==> src/rtl/cpu_control_fsm.sv <==
`default_nettype none
// ============================================================================
// cpu_control_fsm -- multicycle MIPS-subset control unit (FETCH/EXEC1/EXEC2)
// with sticky illegal-instruction and bus-timeout faults.        Rev 1.0
// ============================================================================
module cpu_control_fsm #(
   parameter int WAIT_LIMIT = 16,
   parameter int WAIT_W     = 8,
   parameter int RET_W      = 32
) (
   input  logic             clk_i,
   input  logic             rst_n_i,
   input  logic [5:0]       opcode_i,
   input  logic [5:0]       function_i,
   input  logic             waitrequest_i,
   input  logic             jr_zero_i,
   output logic             pc_wen_o,
   output logic             ir_wen_o,
   output logic             ram_wen_o,
   output logic             ram_rds_o,
   output logic             reg_wen_o,
   output logic             src_b_sel_o,
   output logic             ram_a_sel_o,
   output logic             reg_wd_sel_o,
   output logic             reg_a3_sel_o,
   output logic [2:0]       alu_op_o,
   output logic [2:0]       state_o,
   output logic             active_o,
   output logic             illegal_o,
   output logic             timeout_o,
   output logic [RET_W-1:0] retired_o
);

   typedef enum logic [2:0] {
      ST_FETCH = 3'd0,
      ST_EXEC1 = 3'd1,
      ST_EXEC2 = 3'd2,
      ST_HALT  = 3'd3,
      ST_FAULT = 3'd4
   } state_t;

   localparam logic [5:0] OP_SPECIAL = 6'h00;
   localparam logic [5:0] OP_ADDIU   = 6'h09;
   localparam logic [5:0] OP_ANDI    = 6'h0C;
   localparam logic [5:0] OP_ORI     = 6'h0D;
   localparam logic [5:0] OP_XORI    = 6'h0E;
   localparam logic [5:0] OP_LUI     = 6'h0F;
   localparam logic [5:0] OP_LW      = 6'h23;
   localparam logic [5:0] OP_SW      = 6'h2B;
   localparam logic [5:0] FN_JR      = 6'h08;
   localparam logic [5:0] FN_ADDU    = 6'h21;
   localparam logic [5:0] FN_SUBU    = 6'h23;
   localparam logic [5:0] FN_AND     = 6'h24;
   localparam logic [5:0] FN_OR      = 6'h25;
   localparam logic [5:0] FN_XOR     = 6'h26;

   localparam logic [2:0] ALU_ADD = 3'd0;
   localparam logic [2:0] ALU_SUB = 3'd1;
   localparam logic [2:0] ALU_AND = 3'd2;
   localparam logic [2:0] ALU_OR  = 3'd3;
   localparam logic [2:0] ALU_XOR = 3'd4;
   localparam logic [2:0] ALU_LUI = 3'd5;

   localparam logic [WAIT_W-1:0] WAIT_MAX = WAIT_W'(WAIT_LIMIT);

   state_t            state_q, state_d;
   logic [WAIT_W-1:0] wait_cnt_q, wait_cnt_d;
   logic [RET_W-1:0]  retired_q, retired_d;
   logic              illegal_q, illegal_d;
   logic              timeout_q, timeout_d;

   logic              is_lw, is_sw, is_mem, is_jr, is_r_alu, is_i_alu, is_legal, use_imm;
   logic [2:0]        dec_alu_op;
   logic [WAIT_W-1:0] wait_inc;
   logic              wait_hit;

   always_comb begin
      is_lw      = (opcode_i == OP_LW);
      is_sw      = (opcode_i == OP_SW);
      is_jr      = 1'b0;
      is_r_alu   = 1'b0;
      is_i_alu   = 1'b0;
      dec_alu_op = ALU_ADD;
      if (opcode_i == OP_SPECIAL) begin
         case (function_i)
            FN_JR:   is_jr = 1'b1;
            FN_ADDU: begin is_r_alu = 1'b1; dec_alu_op = ALU_ADD; end
            FN_SUBU: begin is_r_alu = 1'b1; dec_alu_op = ALU_SUB; end
            FN_AND:  begin is_r_alu = 1'b1; dec_alu_op = ALU_AND; end
            FN_OR:   begin is_r_alu = 1'b1; dec_alu_op = ALU_OR;  end
            FN_XOR:  begin is_r_alu = 1'b1; dec_alu_op = ALU_XOR; end
            default: ;
         endcase
      end else begin
         case (opcode_i)
            OP_ADDIU: begin is_i_alu = 1'b1; dec_alu_op = ALU_ADD; end
            OP_ANDI:  begin is_i_alu = 1'b1; dec_alu_op = ALU_AND; end
            OP_ORI:   begin is_i_alu = 1'b1; dec_alu_op = ALU_OR;  end
            OP_XORI:  begin is_i_alu = 1'b1; dec_alu_op = ALU_XOR; end
            OP_LUI:   begin is_i_alu = 1'b1; dec_alu_op = ALU_LUI; end
            default: ;
         endcase
      end
      is_mem   = is_lw | is_sw;
      use_imm  = is_i_alu | is_mem;
      is_legal = is_mem | is_jr | is_r_alu | is_i_alu;
   end

   // A wait cycle that would bring the counter to the limit is the timeout cycle itself.
   assign wait_inc = wait_cnt_q + WAIT_W'(1);
   assign wait_hit = waitrequest_i && (wait_inc == WAIT_MAX);

   always_comb begin
      state_d      = state_q;
      wait_cnt_d   = '0;
      retired_d    = retired_q;
      illegal_d    = illegal_q;
      timeout_d    = timeout_q;
      pc_wen_o     = 1'b0;
      ir_wen_o     = 1'b0;
      ram_wen_o    = 1'b0;
      ram_rds_o    = 1'b0;
      reg_wen_o    = 1'b0;
      src_b_sel_o  = 1'b0;
      ram_a_sel_o  = 1'b0;
      reg_wd_sel_o = 1'b0;
      reg_a3_sel_o = 1'b0;
      alu_op_o     = ALU_ADD;
      case (state_q)
         ST_FETCH: begin
            if (wait_hit) begin
               state_d   = ST_FAULT;
               timeout_d = 1'b1;
            end else begin
               ram_rds_o = 1'b1;
               if (waitrequest_i) wait_cnt_d = wait_inc;
               else               state_d    = ST_EXEC1;
            end
         end
         ST_EXEC1: begin
            if (!is_legal) begin
               state_d   = ST_FAULT;
               illegal_d = 1'b1;
            end else if (is_mem && wait_hit) begin
               state_d   = ST_FAULT;
               timeout_d = 1'b1;
            end else begin
               alu_op_o     = dec_alu_op;
               src_b_sel_o  = use_imm;
               reg_wd_sel_o = !is_lw;
               reg_a3_sel_o = is_r_alu;
               ram_a_sel_o  = is_mem;
               ram_rds_o    = is_lw;
               ram_wen_o    = is_sw;
               if (is_mem && waitrequest_i) begin
                  wait_cnt_d = wait_inc;
               end else begin
                  ir_wen_o = 1'b1;
                  state_d  = ST_EXEC2;
               end
            end
         end
         ST_EXEC2: begin
            alu_op_o     = dec_alu_op;
            src_b_sel_o  = use_imm;
            reg_wd_sel_o = !is_lw;
            reg_a3_sel_o = is_r_alu;
            pc_wen_o     = 1'b1;
            reg_wen_o    = is_lw | is_r_alu | is_i_alu;
            retired_d    = retired_q + RET_W'(1);
            state_d      = (is_jr && jr_zero_i) ? ST_HALT : ST_FETCH;
         end
         ST_HALT, ST_FAULT: ;
         default: state_d = ST_FAULT;
      endcase
   end

   always_ff @(posedge clk_i or negedge rst_n_i) begin
      if (!rst_n_i) begin
         state_q    <= ST_FETCH;
         wait_cnt_q <= '0;
         retired_q  <= '0;
         illegal_q  <= 1'b0;
         timeout_q  <= 1'b0;
      end else begin
         state_q    <= state_d;
         wait_cnt_q <= wait_cnt_d;
         retired_q  <= retired_d;
         illegal_q  <= illegal_d;
         timeout_q  <= timeout_d;
      end
   end

   assign state_o   = state_q;
   assign active_o  = (state_q != ST_HALT) && (state_q != ST_FAULT);
   assign illegal_o = illegal_q;
   assign timeout_o = timeout_q;
   assign retired_o = retired_q;

endmodule
`default_nettype wire

==> config.mk <==
export PLATFORM = sky130hd
export DESIGN_NAME = cpu_control_fsm
export DESIGN_NICKNAME = d
export VERILOG_FILES = /design/src/rtl/cpu_control_fsm.sv
export SDC_FILE = /design/constraint.sdc
export NUM_CORES = 1
export LEC_CHECK = 0
export BUFFER_PORTS_ARGS = -buffer_cell sky130_fd_sc_hd__buf_2
export CAP_MARGIN = 10
export CORE_UTILIZATION = 57
export CTS_CLUSTER_SIZE = 12
export DETAILED_ROUTE_END_ITERATION = 6
export PLACE_DENSITY = 0.92
export SYNTH_ARGS = -nofsm -noshare
export SYNTH_HDL_FRONTEND = slang
export SYNTH_SLANG_ARGS = --single-unit
==> constraint.sdc <==
create_clock -name clk_i -period 4.1 [get_ports clk_i]
set_clock_uncertainty 0.1 [all_clocks]
set_input_delay 0.41 -clock clk_i [delete_from_list [all_inputs] [get_ports clk_i]]
set_output_delay 0.41 -clock clk_i [all_outputs]
set_load 0.01 [all_outputs]
Yosys cells after proc, flatten, opt, wreduce, memory -nomap -nowiden
Index checks and enable logic that the tools add are counted.

storage, ports and cells
  memories kept = 0
  ROM bits = 0
  bits in latches = 0
  RAM bits = 0
  output and inout bits = 50
  flip-flop bits (word level) = 45
  word-level logic and storage cells = 110

operators by class
  reduce and logical (&&, ||, !) cells = 15
  order comparisons = 0
  $add $sub $neg = 2
  muxes and demuxes = 54
  equal/unequal tests = 25
  $mul = 0
  bitwise gates (word level) = 9
  div/mod/pow operators = 0
  shift-type cells = 0

operator list
  operator                                             number
  equality test 6 bit, second input constant           7
  two-way mux 8 bit                                    5
  equality test 6 x 4 -> 1 bit, second input constant  6
  case mux 3 bit (4 select lines)                      3
  adder 32 x 1 -> 32 bit, second input constant        1
  two-way mux 1 bit                                    30
  two-way mux 3 bit                                    8
  case mux 8 bit (2 select lines)                      1
  case mux 1 bit (2 select lines)                      5
  OR reduction 5 bit                                   2
  adder 8 x 1 -> 8 bit, second input constant          1
  equality test 8 x 5 -> 1 bit, second input constant  1
  bitwise OR 1 bit                                     7
  equality test 3 x 2 -> 1 bit, second input constant  2
  logical NOT 6 bit                                    1
  != test 2 bit, second input constant                 3
  != test 3 bit, second input constant                 2
  case mux 3 bit (2 select lines)                      1
  logical AND 1 bit                                    5
  != test 4 bit, second input constant                 1
  AND reduction 4 bit                                  1
  equality test 3 x 1 -> 1 bit, second input constant  1
  equality test 3 bit, second input constant           1
  logical NOT 3 bit                                    1
  other kinds (8)                                      9

Longest topological paths before layout
Gate-level depths: netlist of run 1.

  depth in word-level cells = 8
  mapped depth = 9
  gate-level depth less buffers = 6

Worst setup path after synthesis of run 1
Ideal clock, no wire load.

  path kind = input-to-output
  start point = in opcode_i[2]
  end point = out ram_wen_o
  setup slack = 1.522 ns
  required time = 3.590 ns
  stages = 7
  data arrival time = 2.068 ns
  path through = buf_2 > or4_4 > buf_6 > nor4_2 > nor3_1 > o21bai_4 > nor4_1

on the way
  word-level cells in the longest chain between the ends = 7
  elaborated cells between the ends (all ways) = 21
  those cells by class = eq/ne: 7; mux: 7; bitwise: 4; reduce/logical: 3

RTL lines
  what                                                          RTL line  source
  from (decl)                                                   13        input logic [5:0] opcode_i,
  equality test 6 x 4 -> 1 bit (tied with other cells)          95        case (opcode_i)
  OR reduction 5 bit (no line) (tied with other cells)          -
  two-way mux 1 bit / bitwise OR 1 bit (equally long branches)  95, 106
  two-way mux 1 bit / bitwise OR 1 bit (equally long branches)  84, 106
  bitwise OR 1 bit                                              106       is_legal = is_mem | is_jr | is_r_alu | is_i_alu;
  two-way mux 1 bit *                                           141       if (!is_legal) begin
  two-way mux 1 bit *                                           129       case (state_q)
  to (decl)                                                     19        output logic ram_wen_o,

Every way passes the cells marked *; elsewhere a longest branch is shown, timed or not.

Worst setup path in the final report of run 1
  start point = reg wait_cnt_q[0]
  end point = out ram_a_sel_o

on the way
  word-level cells in the longest chain between the ends = 7

RTL lines
  what                          RTL line  source
  from (decl)                   67        logic [WAIT_W-1:0] wait_cnt_q, wait_cnt_d;
  from (signal assigned)        187       wait_cnt_q <= wait_cnt_d;
  adder 8 x 1 -> 8 bit          110       assign wait_inc = wait_cnt_q + WAIT_W'(1);
  equality test 8 x 5 -> 1 bit  111       assign wait_hit = waitrequest_i && (wait_inc == WAIT_MAX);
  logical AND 1 bit             111
  logical AND 1 bit             144       end else if (is_mem && wait_hit) begin
  two-way mux 1 bit             144
  two-way mux 1 bit             141
  two-way mux 1 bit             129
  to (decl)                     23        output logic ram_a_sel_o,

Every way passes these cells.

==> metrics list, run 1 <==
- Status: finished clean
- TritonCTS clock tree: yes
- Counting every instance in the synthesized netlist gives 256.
- In the routed design, unresolved DRC markers number 0.
* Core area: 4090 um^2
* Largest fanout on the critical path: 5
- The final-report max-slew violation count was 0.
- Root Buffer Master: clkbuf_8
* Final routed wirelength across all metal layers: 5430 um
- Detailed placer's ending HPWL: 4000 um
- Setup total negative slack on the finished layout was measured at 0 ns.
- The floorplan step defined a die boundary enclosing 4630 um^2.
- In this run, the number of DRC markers left after iteration 0 of detailed routing was 133.
* Cell area reported after detailed placement: 2820 um^2
* # clock sinks: 45
- For the worst-skew pair, the clock arrives at the later sink with an insertion delay of 0.30 ns.
- Synth Cell Area: 2490 um^2
- Worst path arrival time: 2.23 ns
- The synthesized design contains 45 register bits.
- Data on the critical path is required at its endpoint by 3.59 ns.
- Hold repair after CTS inserted 0 buffers.
- Post-Synthesis Net Count: 274
- The detail route stage leaves a number of antenna-violating nets equal to 0.
* Sequential fraction of the synthesis area: 0.453
- The number of global-route vias before repair is 1971.
* Synth unique cells: 45
- For this configuration, the core starts out at a cell density of 0.609.
- Count of input and output buffers: 65
- Antenna Diode Count: 0
- For this design the top-level I/O count stands at 66.
* Final hold violations: 0
- The min-delay analysis places its worst path in the category input pin to asynchronous set/reset pin.
- Clock-pin slew was measured on the worst setup and hold paths at 0.08 ns.
- Post CTS Setup Buffer Count: 0
- Power per unit of standard cell area: 284 nW/um^2
- Time the final worst path needs with I/O delays and setup: 2.74 ns
- In this run the worst setup path begins at wait_cnt_q[0].
- Filler cell count: 314
- The floorplan step set the die width to 68.1 um.
- Average footprint of a synthesized cell: 9.72 um^2
- Crit Reg-Reg Startpoint: state_o[0]
- Area taken by multi-input logic gates: 1280 um^2
* Depth of the CTS H-tree: 2
* Final setup violation count: 0
- At the pin with the least slew margin, the transition time is 0.960 ns.
- Wire length of the first global-routing pass: 8700 um
- Number of iterations in the first detailed-routing pass: 5
- Capture instance of the worst register-to-register path: retired_o[29]
- The analysis attributes to cell leakage a power of 1.39 nW.
- Antenna violations before repair: 0
- Worst setup path end: ram_a_sel_o
- Clock tree synthesis inserted a total of 5 buffers.
- Measured against its own limit, the worst slew margin works out to 0.360.
- Signed area change from the synthesized netlist to the final layout: 16.7%
* Post-route cell area: 2900 um^2
- Path depth of the worst reg2reg path: 6
- Counting along the longest clock path gives a buffer depth of 2.
- Critical Path Start Type: flip-flop
- Total track usage: 0.249
* Pin count of the biggest net entering global routing: 46
* Max-cap violation count: 0
- Number of synthesis warnings: 0
- R2R setup slack: 1.61 ns
- Across the whole layout, storage elements account for 1130 um^2.
- Aggregate global routing overflow: 0
- In the finished design, the share of the clock period the worst path needs comes to 0.669.
* Type of the setup path with the least slack: flip-flop to primary output
- Detail-routed via count per cell: 5.79
- Detailed-route via count: 2144
- Worst-case vdd ir drop: 0.000199 V
- Sort of element at the end of the critical path: primary output
* Gpl congestion: 0.881
- The floorplan step set the die height to 68.1 um.
* Final net count: 337
- F_max: 365 MHz
- RSZ-0062 raised after global routing: false
- Once the clock tree was built, the resizer swapped 0 gates to a different size.
* Total number of placement rows: 23
- Share of post-route cells with drive strength above 1: 0.244
* Post-detailed-route wirelength per cell: 14.7 um
[how the worst min path moves through the flow]
| stage | endpoint | depth (start not counted) |
|---|---|---|
| 2_1_floorplan | illegal_o | 0 |
| 3_3_place_gp | retired_o[31] | 1 |
| 3_5_place_dp | retired_o[31] | 1 |
| 4_1_cts | wait_cnt_q[5] | 1 |
| 5_1_grt | retired_o[5] | 1 |
| 6_report | timeout_o | 1 |
[per-layer routing]
metal	vias up	track usage	wire [um]
met5	-	0	0
met4	0	0.102	62
met3	8	0.0483	232
met2	71	0.390	2700
met1	1028	0.337	2440
li1	1037	-	-
[metrics by stage]
stage | hold WS [ns] | worst slack [ns] | instances | total power [mW] | utilization
floorplan | 0.0144 | 1.52 | 256 | 0.530 | -
global placement | 0.355 | 1.55 | 362 | 0.569 | 0.690
detailed placement | 0.366 | 1.50 | 362 | 0.571 | 0.690
CTS | 0.196 | 1.42 | 370 | 0.830 | 0.710
global route | 0.247 | 1.20 | 370 | 0.861 | 0.710
finish | 0.160 | 1.36 | 370 | 0.825 | 0.710
[area by class of cell]
type / instances / area share
clock inverters: 2 / 0.00345
inverters: 6 / 0.00776
flip-flops and latches: 45 / 0.388
well taps: 50 / 0.0216
multi-input cells: 196 / 0.442
repair buffers: 65 / 0.112
clock buffers: 6 / 0.0250
[critical path, cell delays in order (launching register included)]
cell and delay (ns):
dfrtp_1 0.40, ha_1 0.26, nand2_1 0.08, nor4_1 0.41
nand2_1 0.29, o21bai_4 0.28, nor3_1 0.07, buf_2 0.15
[state kept, by name (all words and copies together), names as in the netlist]
name,cells
illegal_o,1
retired_o,32
state_o,3
timeout_o,1
wait_cnt_q,8
[report_power, final]
group          total, mW  internal (mW)  switching, mW  leakage (nW)
logic             0.0915         0.0370         0.0545         0.725
clock network      0.262          0.118          0.144        0.0450
registers          0.471          0.453         0.0175         0.622
total              0.825          0.609          0.216          1.39
[kinds of logic (layout without fill, tap and decap cells)]
| logic type | count (synthesis) | in the layout | share of synthesized area |
|---|---|---|---|
| simple gates | 125 | 125 | 0.278 |
| compound gates | 30 | 30 | 0.0911 |
| xor+xnor | 39 | 39 | 0.137 |
| flops | 45 | 45 | 0.453 |
| buf+inv | 15 | 79 | 0.0312 |
| fa+ha+maj | 2 | 2 | 0.0101 |
[layout by cell type (no fill, tap or decap), types with 2 or more instances in the layout]
master     n
ha_1       2
nor4_1     4
a21o_1     3
and3_1     8
a211oi_1   5
xor2_1     8
nand3b_1   3
clkinv_2   2
nand2_1   26
nand3_1   15
a21oi_1    8
nor2_1    18
nand4b_1   3
nand4_1   13
dfrtp_1   45
o21ai_0    5
nor3_1     9
or3_1      2
buf_2     65
or4_1      2
xnor2_1   31
and4_1     4
and2_1     5
inv_1      5
clkbuf_8   5
nand2b_1   4
[cell usage after synthesis (all sizes together)]
| cell type | number | share of area |
|---|---|---|
| dfrtp | 45 | 0.45 |
| xnor2 | 31 | 0.11 |
| nand2 | 26 | 0.039 |
| nor2 | 19 | 0.030 |
| nand3 | 15 | 0.030 |
| nand4 | 13 | 0.033 |
| nor3 | 9 | 0.018 |
| a21oi | 8 | 0.016 |
| and3 | 8 | 0.020 |
| xor2 | 8 | 0.028 |
| buf | 7 | 0.019 |
| inv | 6 | 0.0091 |
| a211oi | 5 | 0.015 |
| and2 | 5 | 0.013 |
| nor4 | 5 | 0.015 |
| o21ai | 5 | 0.010 |
| and4 | 4 | 0.014 |
| nand2b | 4 | 0.010 |
| a21o | 3 | 0.0091 |
| nand3b | 3 | 0.0091 |
| nand4b | 3 | 0.011 |
| or4 | 3 | 0.011 |
| clkbuf | 2 | 0.0030 |
| ha | 2 | 0.010 |
| o21bai | 2 | 0.011 |
| or3 | 2 | 0.0050 |
| a2111oi | 1 | 0.011 |
| a22oi | 1 | 0.0030 |
| a31oi | 1 | 0.0025 |
| and3b | 1 | 0.0035 |
| nand4bb | 1 | 0.0045 |
| nor2b | 1 | 0.0025 |
| o21a | 1 | 0.0030 |
| o31a | 1 | 0.0035 |
| o31ai | 1 | 0.0030 |
| o32a | 1 | 0.0040 |
| or2 | 1 | 0.0025 |
| or3b | 1 | 0.0035 |
| or4b | 1 | 0.0040 |
(Power assumes the default switching activity.)
==> inputs of run 2 (changes only) <==
CORE_UTILIZATION = 53   (was 57)
PLACE_DENSITY = 0.87   (was 0.92)
clock period = 2.8 ns   (was 4.1 ns; I/O delays follow)
==> run 2 against run 1 <==
  * The flow now finishes with violations (DRC)
  * Core utilization down 5.2 points
  * Register-to-register slack worse by 1.2 ns
  * First-iteration DRC count up 44%
  * Highest routed layer unchanged
  * Largest power group unchanged
  * Via count up 1.7%
  * Largest cell class unchanged
==> metrics list, run 2 (synthesized netlist as in run 1, its figures left out) <==
* Vertical die dimension: 70.5 um (+3.6%)
- Total number of placement rows: 24 (+4.3%)
- The post-cts resize count is 0 (unchanged).
- Post CTS Setup Buffer Count: 0 (unchanged)
- Worst path arrival time: 2.20 ns (-0.03 ns)
- The maximum clock path buffer count was 2 (unchanged).
* # clock sinks: 45 (unchanged)
- Cells along the critical path: ha_1 -> nand2_1 -> nor4_1 -> nand2_1 -> o21ai_0 -> o31ai_1 -> buf_2
* Overall power of the completed layout: 1.23 mW (+50%)
- The number of max-cap violations was 0 (unchanged).
* Filler cell count: 360 (+15%)
- Worst hold path type: input pin to asynchronous set/reset pin
* Most frequent cells in the layout: 65 x buf_2, 45 x dfrtp_1, 31 x xnor2_1
* Depth of the CTS H-tree: 2 (unchanged)
- Detailed-route via count: 2181 (+1.7%)
* Critical Path Start Type: flip-flop
* Clock group share of total power: 0.331 (+0.013)
* Crit path required time: 2.42 ns (-1.17 ns)
- Combinational group share of total power: 0.109 (-0.002)
- DRC violations left: 6 (+6)
- The maximum vdd drop was 0.000307 V (+54%).
* Antenna Diode Count: 0 (unchanged)
* Crit Reg-Reg Startpoint: state_o[2]
* Number of nets with antenna violations after detailed routing: 0 (unchanged)
- The register cell area after layout is 1130 um^2 (unchanged).
* TritonCTS clock tree: yes
- Dividing the final minimum period by the clock period gives 0.920.
- The setup TNS was 0 ns (unchanged).
- Cell internal pwr: 913 uW (+50%)
- The proportion of layout cells with a drive suffix above 1 came to 0.249 (+0.00547).
- Vias in the first global route: 2072 (+5.1%)
- The area growth from synthesis to layout is 17.7%.
- Slowest stage cell on the critical path: dfrtp_1
* Starting density of the core: 0.560 (-0.0490)
- The final-report max-slew violation count came to 0 (unchanged).
- F_max: 388 MHz
- Number of clock buffers inserted by TritonCTS: 5 (unchanged)
- The number of hold buffers added after cts was 0 (unchanged).
* Post-detailed-route wirelength per cell: 15.2 um (+3.6%)
- Setup repair after global routing left no endpoint under its margin.
- The checks that failed: DRC.
* Crit. Startpoint: wait_cnt_q[0]
- Top cell family by delay on the critical path: simple AND/OR/NAND/NOR gates
* Aggregate global routing overflow: 0 (unchanged)
- Total track usage: 0.240 (-0.00923)
- Pin count of the biggest net entering global routing: 46 (unchanged)
- The worst setup path is captured at a primary output.
- The placeable core area came to 4440 um^2 (+8.8%).
* Area taken by multi-input logic gates: 1280 um^2 (unchanged)
- LEAKAGE: 1.40 nW (+0.67%)
- The number of hold violations in the final report came to 0 (unchanged).
- Fin Hold WS: 0.0288 ns (-0.131 ns)
* Die Area: 4970 um^2 (+7.3%)
- Peak per-stage delay on the critical path: 0.40 ns (about the same)
- Fraction of power spent switching nets: 0.261 (-0.00162)
- Status: finished with violations
- The source-to-sink clock delay at the later pin of the worst-skew pair came to 0.30 ns (about the same).
- Clock transition at path regs: 0.09 ns (about the same)
- Net load switching power: 322 uW (+49%)
- Final net count: 339 (+0.59%)
- Time the final worst path needs with I/O delays and setup: 2.58 ns
- Flip-flop count of the largest register after layout: 32 (unchanged)
- Leaving out fill and tap cells, the most frequent cell in the layout is buf_2.
- The transition time of the tightest slew-check pin was 0.972 ns (+0.0125 ns).
- The count of pins on the block boundary is 66 (unchanged).
- Detail-routed via count per cell: 5.85 (+0.91%)
- The number of antenna violations at the first check in global routing came to 0 (unchanged).
- In this design, the critical path's most frequently occurring cell is nand2_1.
* Gpl congestion: 0.931 (+5.6%)
* Count of input and output buffers: 65 (unchanged)
- The DRC marker count from the first detailed-route iteration is 191 (+44%).
- Max-slew headroom: 0.352 (-0.00835)
* Buffer and inverter count on the worst path: 1 (unchanged)
* Detailed placer's ending HPWL: 4150 um (+3.8%)
- In this run the clock root is driven by a clkbuf_8.
* Type of the setup path with the least slack: flip-flop to primary output
- Width of the die: 70.5 um (+3.6%)
* Number of iterations in the first detailed-routing pass: 6 (+1)
- The global-route wire length before repair came to 9360 um (+7.6%).
- Largest fanout on the critical path: 5 (unchanged)
- Final setup violation count: 0 (unchanged)
- Final routed wirelength across all metal layers: 5670 um (+4.4%)
* Power per unit of standard cell area: 422 nW/um^2 (+48%)
- The sequential group share of total power was 0.559 (-0.012).
run 2: cell count changes in the layout (fill, tap and decap cells not counted):
cell,delta
clkinvlp_4,+1
clkbuf_8,+1
clkinv_2,-2
buf_4,+2
clkbuf_1,-1
run 2: worst reg2reg max path: stages (launching register included):
cell and delay, ns:
dfrtp_1 0.52, or3b_1 0.60, inv_2 0.18, nand4_1 0.24
and3b_1 0.41, nand3_1 0.13, xnor2_1 0.14
run 2: metal layers:
layer  vias up  routed length, um  global-route usage
met3        13                256              0.0649
met2        57               2790               0.392
met4         0                115              0.0930
met1      1067               2510               0.306
li1       1044                  -                   -
met5         -                  0                   0
run 2: metrics by stage:
step / instances / worst slack (ns) / util / cell area, um^2
2_1_floorplan: 256 / 0.482 / - / 2490
3_3_place_gp: 366 / 0.398 / 0.639 / 2840
3_5_place_dp: 366 / 0.384 / 0.639 / 2840
4_1_cts: 373 / 0.227 / 0.659 / 2930
5_1_grt: 373 / 0.0821 / 0.659 / 2930
6_report: 373 / 0.223 / 0.659 / 2930
run 2: final cells by class:
| class | instances | area share |
|---|---|---|
| inverters | 6 | 0.00769 |
| multi-input cells | 196 | 0.438 |
| clock buffers | 6 | 0.0282 |
| clock inverters | 1 | 0.00256 |
| flip-flops and latches | 45 | 0.385 |
| repair buffers | 67 | 0.116 |
| well taps | 52 | 0.0222 |
run 2: final timing paths:
path | to | slack, ns | depth (start not counted)
worst min-delay path | retired_o[20] | 0.03 | 1
worst max-delay path | ram_rds_o | 0.22 | 7
min in group clk_i | wait_cnt_q[3] | 0.20 | 3
worst max register to register | retired_o[27] | 0.37 | 6
max in group asynchronous | retired_o[0] | 1.96 | 1
worst min register to register | illegal_o | 0.37 | 1
run 2: power groups by stage:
stage	logic, mW	registers [mW]	clock network, mW
after floorplan	0.0831	0.693	0
after global routing	0.151	0.693	0.443
after CTS	0.135	0.690	0.416
after global placement	0.133	0.702	0
after detailed placement	0.136	0.702	0
final	0.135	0.691	0.409
==> inputs of run 3 (changes only) <==
REMOVE_ABC_BUFFERS = 1   (was default)
==> run 3 against run 2 <==
  * Worst hold slack worse by 0.0020 ns
  * Global-route usage shrank 0.33 points
  * Clock-buffer cell count is 1 higher
  * Setup slack worse by 0.040 ns
  * Die area did not move
  * Total power rose by 1.8%
  * First-iteration DRC count is 17% lower
  * The run still ends with DRC left
  * Sequential share of layout area about the same
==> metrics list, run 3 (synthesized netlist as in run 1, its figures left out) <==
- Final setup violation count: 0 (unchanged)
* F_max: 382 MHz (-1.5%)
- The critical path data required time is 2.42 ns (about the same).
- The DRC marker count from the first detailed-route iteration was 159 (-17%).
* Status: finished with violations
- The total wire length came to 5480 um (-3.3%).
* RSZ-0062 raised after global routing: false
* Critical Path Start Type: flip-flop
- Placed cell count: 365 (-0.27%)
- Max-slew violation total from the final report: 0 (unchanged)
- The initial core utilization is 0.560 (unchanged).
- The clock-pin slew on the worst setup and hold paths was 0.08 ns (about the same).
- Type of the setup path with the least slack: flip-flop to primary output
- Final hold violations: 0 (unchanged)
* Max-slew headroom: 0.360 (+0.00864)
- The cell row count is 24 (unchanged).
- LEAKAGE: 1.41 nW (+0.39%)
- The maximum clock path buffer count came to 2 (unchanged).
- The tree is rooted in a clkbuf_8.
- Depth of the CTS H-tree: 2 (unchanged)
* Post CTS Setup Buffer Count: 0 (unchanged)
- The final reports fail on DRC.
* Sort of element at the end of the critical path: primary output
* Worst hold path type: input pin to asynchronous set/reset pin
- The first-pass detailed-route iteration total came to 6 (unchanged).
- Detailed-route via count: 2182 (+0.046%)
* Count of input and output buffers: 65 (unchanged)
- Detailed placer's ending HPWL: 4050 um (-2.3%)
- The net switching fraction of the power is 0.252 (-0.00902).
- The number of antenna diodes was 0 (unchanged).
- # resized after CTS: 0 (unchanged)
- Power per unit of standard cell area: 429 nW/um^2 (+1.7%)
- The number of flip-flops in the largest register is 32 (unchanged).
- The number of antenna violations at the first check in global routing came to 0 (unchanged).
- Net load switching power: 316 uW (-1.7%)
* Clock group share of total power: 0.346 (+0.015)
- Aggregate global routing overflow: 0 (unchanged)
- Number of clock buffers inserted by TritonCTS: 5 (unchanged)
- Width of the die: 70.5 um (unchanged)
* Gpl congestion: 1.01 (+8.9%)
* Signed area change from the synthesized netlist to the final layout: 17.9%
- Vertical die dimension: 70.5 um (unchanged)
* Pin slew with the least headroom to its limit: 0.960 ns (-0.0130 ns)
* I/O pin cnt: 66 (unchanged)
- The full die area was 4970 um^2 (unchanged).
* Most common cell after layout, fill and taps aside: buf_2
* Final net count: 338 (-0.29%)
* # clock sinks: 45 (unchanged)
- Pin count of the biggest net entering global routing: 46 (unchanged)
- Final worst-path cycle share: 0.935 (+0.0143)
- Post-detailed-route wirelength per cell: 14.7 um (-3.3%)
- The number of nets still failing antenna checks after routing was 0 (unchanged).
- Cell internal pwr: 941 uW (+3.0%)
- The source-to-sink clock delay at the later pin of the worst-skew pair came to 0.30 ns (about the same).
* Max-cap violation count: 0 (unchanged)
- The proportion of layout cells with a drive suffix above 1 came to 0.249 (unchanged).
* Combinational group share of total power: 0.106 (-0.003)
- Count of placed standard cells in the final layout, fillers left out: 373 (unchanged)
* Setup TNS: 0 ns (unchanged)
* Fin util: 0.660 (+0.000844)
* Time the final worst path needs with I/O delays and setup: 2.62 ns (+0.0400 ns)
* Vias in the first global route: 2051 (-1.0%)
- The number of vias per cell after detailed routing was 5.85 (about the same).
* Largest fanout on the critical path: 5 (unchanged)
- Most frequent cells in the layout: 65 x buf_2, 45 x dfrtp_1, 31 x xnor2_1
- Total track usage: 0.237 (-0.00327)
* DRC violations left: 4 (-2)
* Filler cell count: 365 (+1.4%)
- The global-route wire length before repair is 9330 um (-0.37%).
* Worst-case vdd ir drop: 0.000286 V (-7.0%)
- TritonCTS clock tree: yes
- Worst path arrival time: 2.24 ns (+0.04 ns)
* Power share of the sequential group: 0.547 (-0.012)
* Post-cts hold buffer count: 0 (unchanged)
- Core area: 4440 um^2 (unchanged)
[run 3: cell types whose count changed in the layout (fill, tap and decap cells not counted)]
cell,previous run,this run
clkinvlp_4,1,0
buf_4,2,1
clkinv_2,0,1
clkbuf_8,6,7
[run 3: path summary, 6_finish.rpt]
check                           cells past startpoint     startpoint             to  slack (ns)
worst max-delay path                                7  wait_cnt_q[0]      ram_rds_o        0.18
worst min-delay path                                1        rst_n_i  wait_cnt_q[7]        0.03
worst max register to register                      6     state_o[0]  retired_o[31]        0.38
worst min register to register                      1      illegal_o      illegal_o        0.38
max in group asynchronous                           1        rst_n_i  retired_o[16]        1.98
min in group clk_i                                  3  waitrequest_i  wait_cnt_q[3]        0.18
[run 3: final cells by class]
| cell class | count | area, um^2 | area share |
|---|---|---|---|
| multi-input cells | 196 | 1280 | 0.438 |
| flip-flops and latches | 45 | 1130 | 0.384 |
| repair buffers | 66 | 333 | 0.114 |
| clock buffers | 7 | 96.3 | 0.0329 |
| well taps | 52 | 65.1 | 0.0222 |
| inverters | 6 | 22.5 | 0.00768 |
| clock inverters | 1 | 5.00 | 0.00171 |
[run 3: worst max-delay path, stage by stage (launching register included)]
cell     delay, ns
dfrtp_1       0.40
ha_1          0.27
nand2_1       0.07
nor4_1        0.40
nand2_1       0.30
o21ai_0       0.24
o31ai_1       0.10
buf_2         0.15
[run 3: metrics by stage]
stage | hold slack, ns | setup slack [ns] | total power, mW | cell area, um^2
final | 0.0268 | 0.183 | 1.26 | 2930
after floorplan | -0.116 | 0.647 | 0.765 | 2430
after global routing | 0.125 | 0.0767 | 1.31 | 2930
after CTS | 0.0642 | 0.216 | 1.26 | 2930
after global placement | 0.356 | 0.417 | 0.833 | 2830
after detailed placement | 0.363 | 0.379 | 0.835 | 2830
[run 3: power by group through the flow]
stage	clock [mW]	combinational [mW]	sequential, mW
floorplan	0	0.0626	0.703
global placement	0	0.133	0.700
detailed placement	0	0.134	0.701
CTS	0.440	0.135	0.688
global route	0.467	0.149	0.692
finish	0.436	0.134	0.688
[run 3: layer usage]
metal / share of wire / GRT usage / up-vias
li1: - / - / 1038
met1: 0.45 / 0.324 / 1076
met2: 0.49 / 0.374 / 60
met3: 0.046 / 0.0462 / 8
met4: 0.015 / 0.0907 / 0
met5: 0 / 0 / -
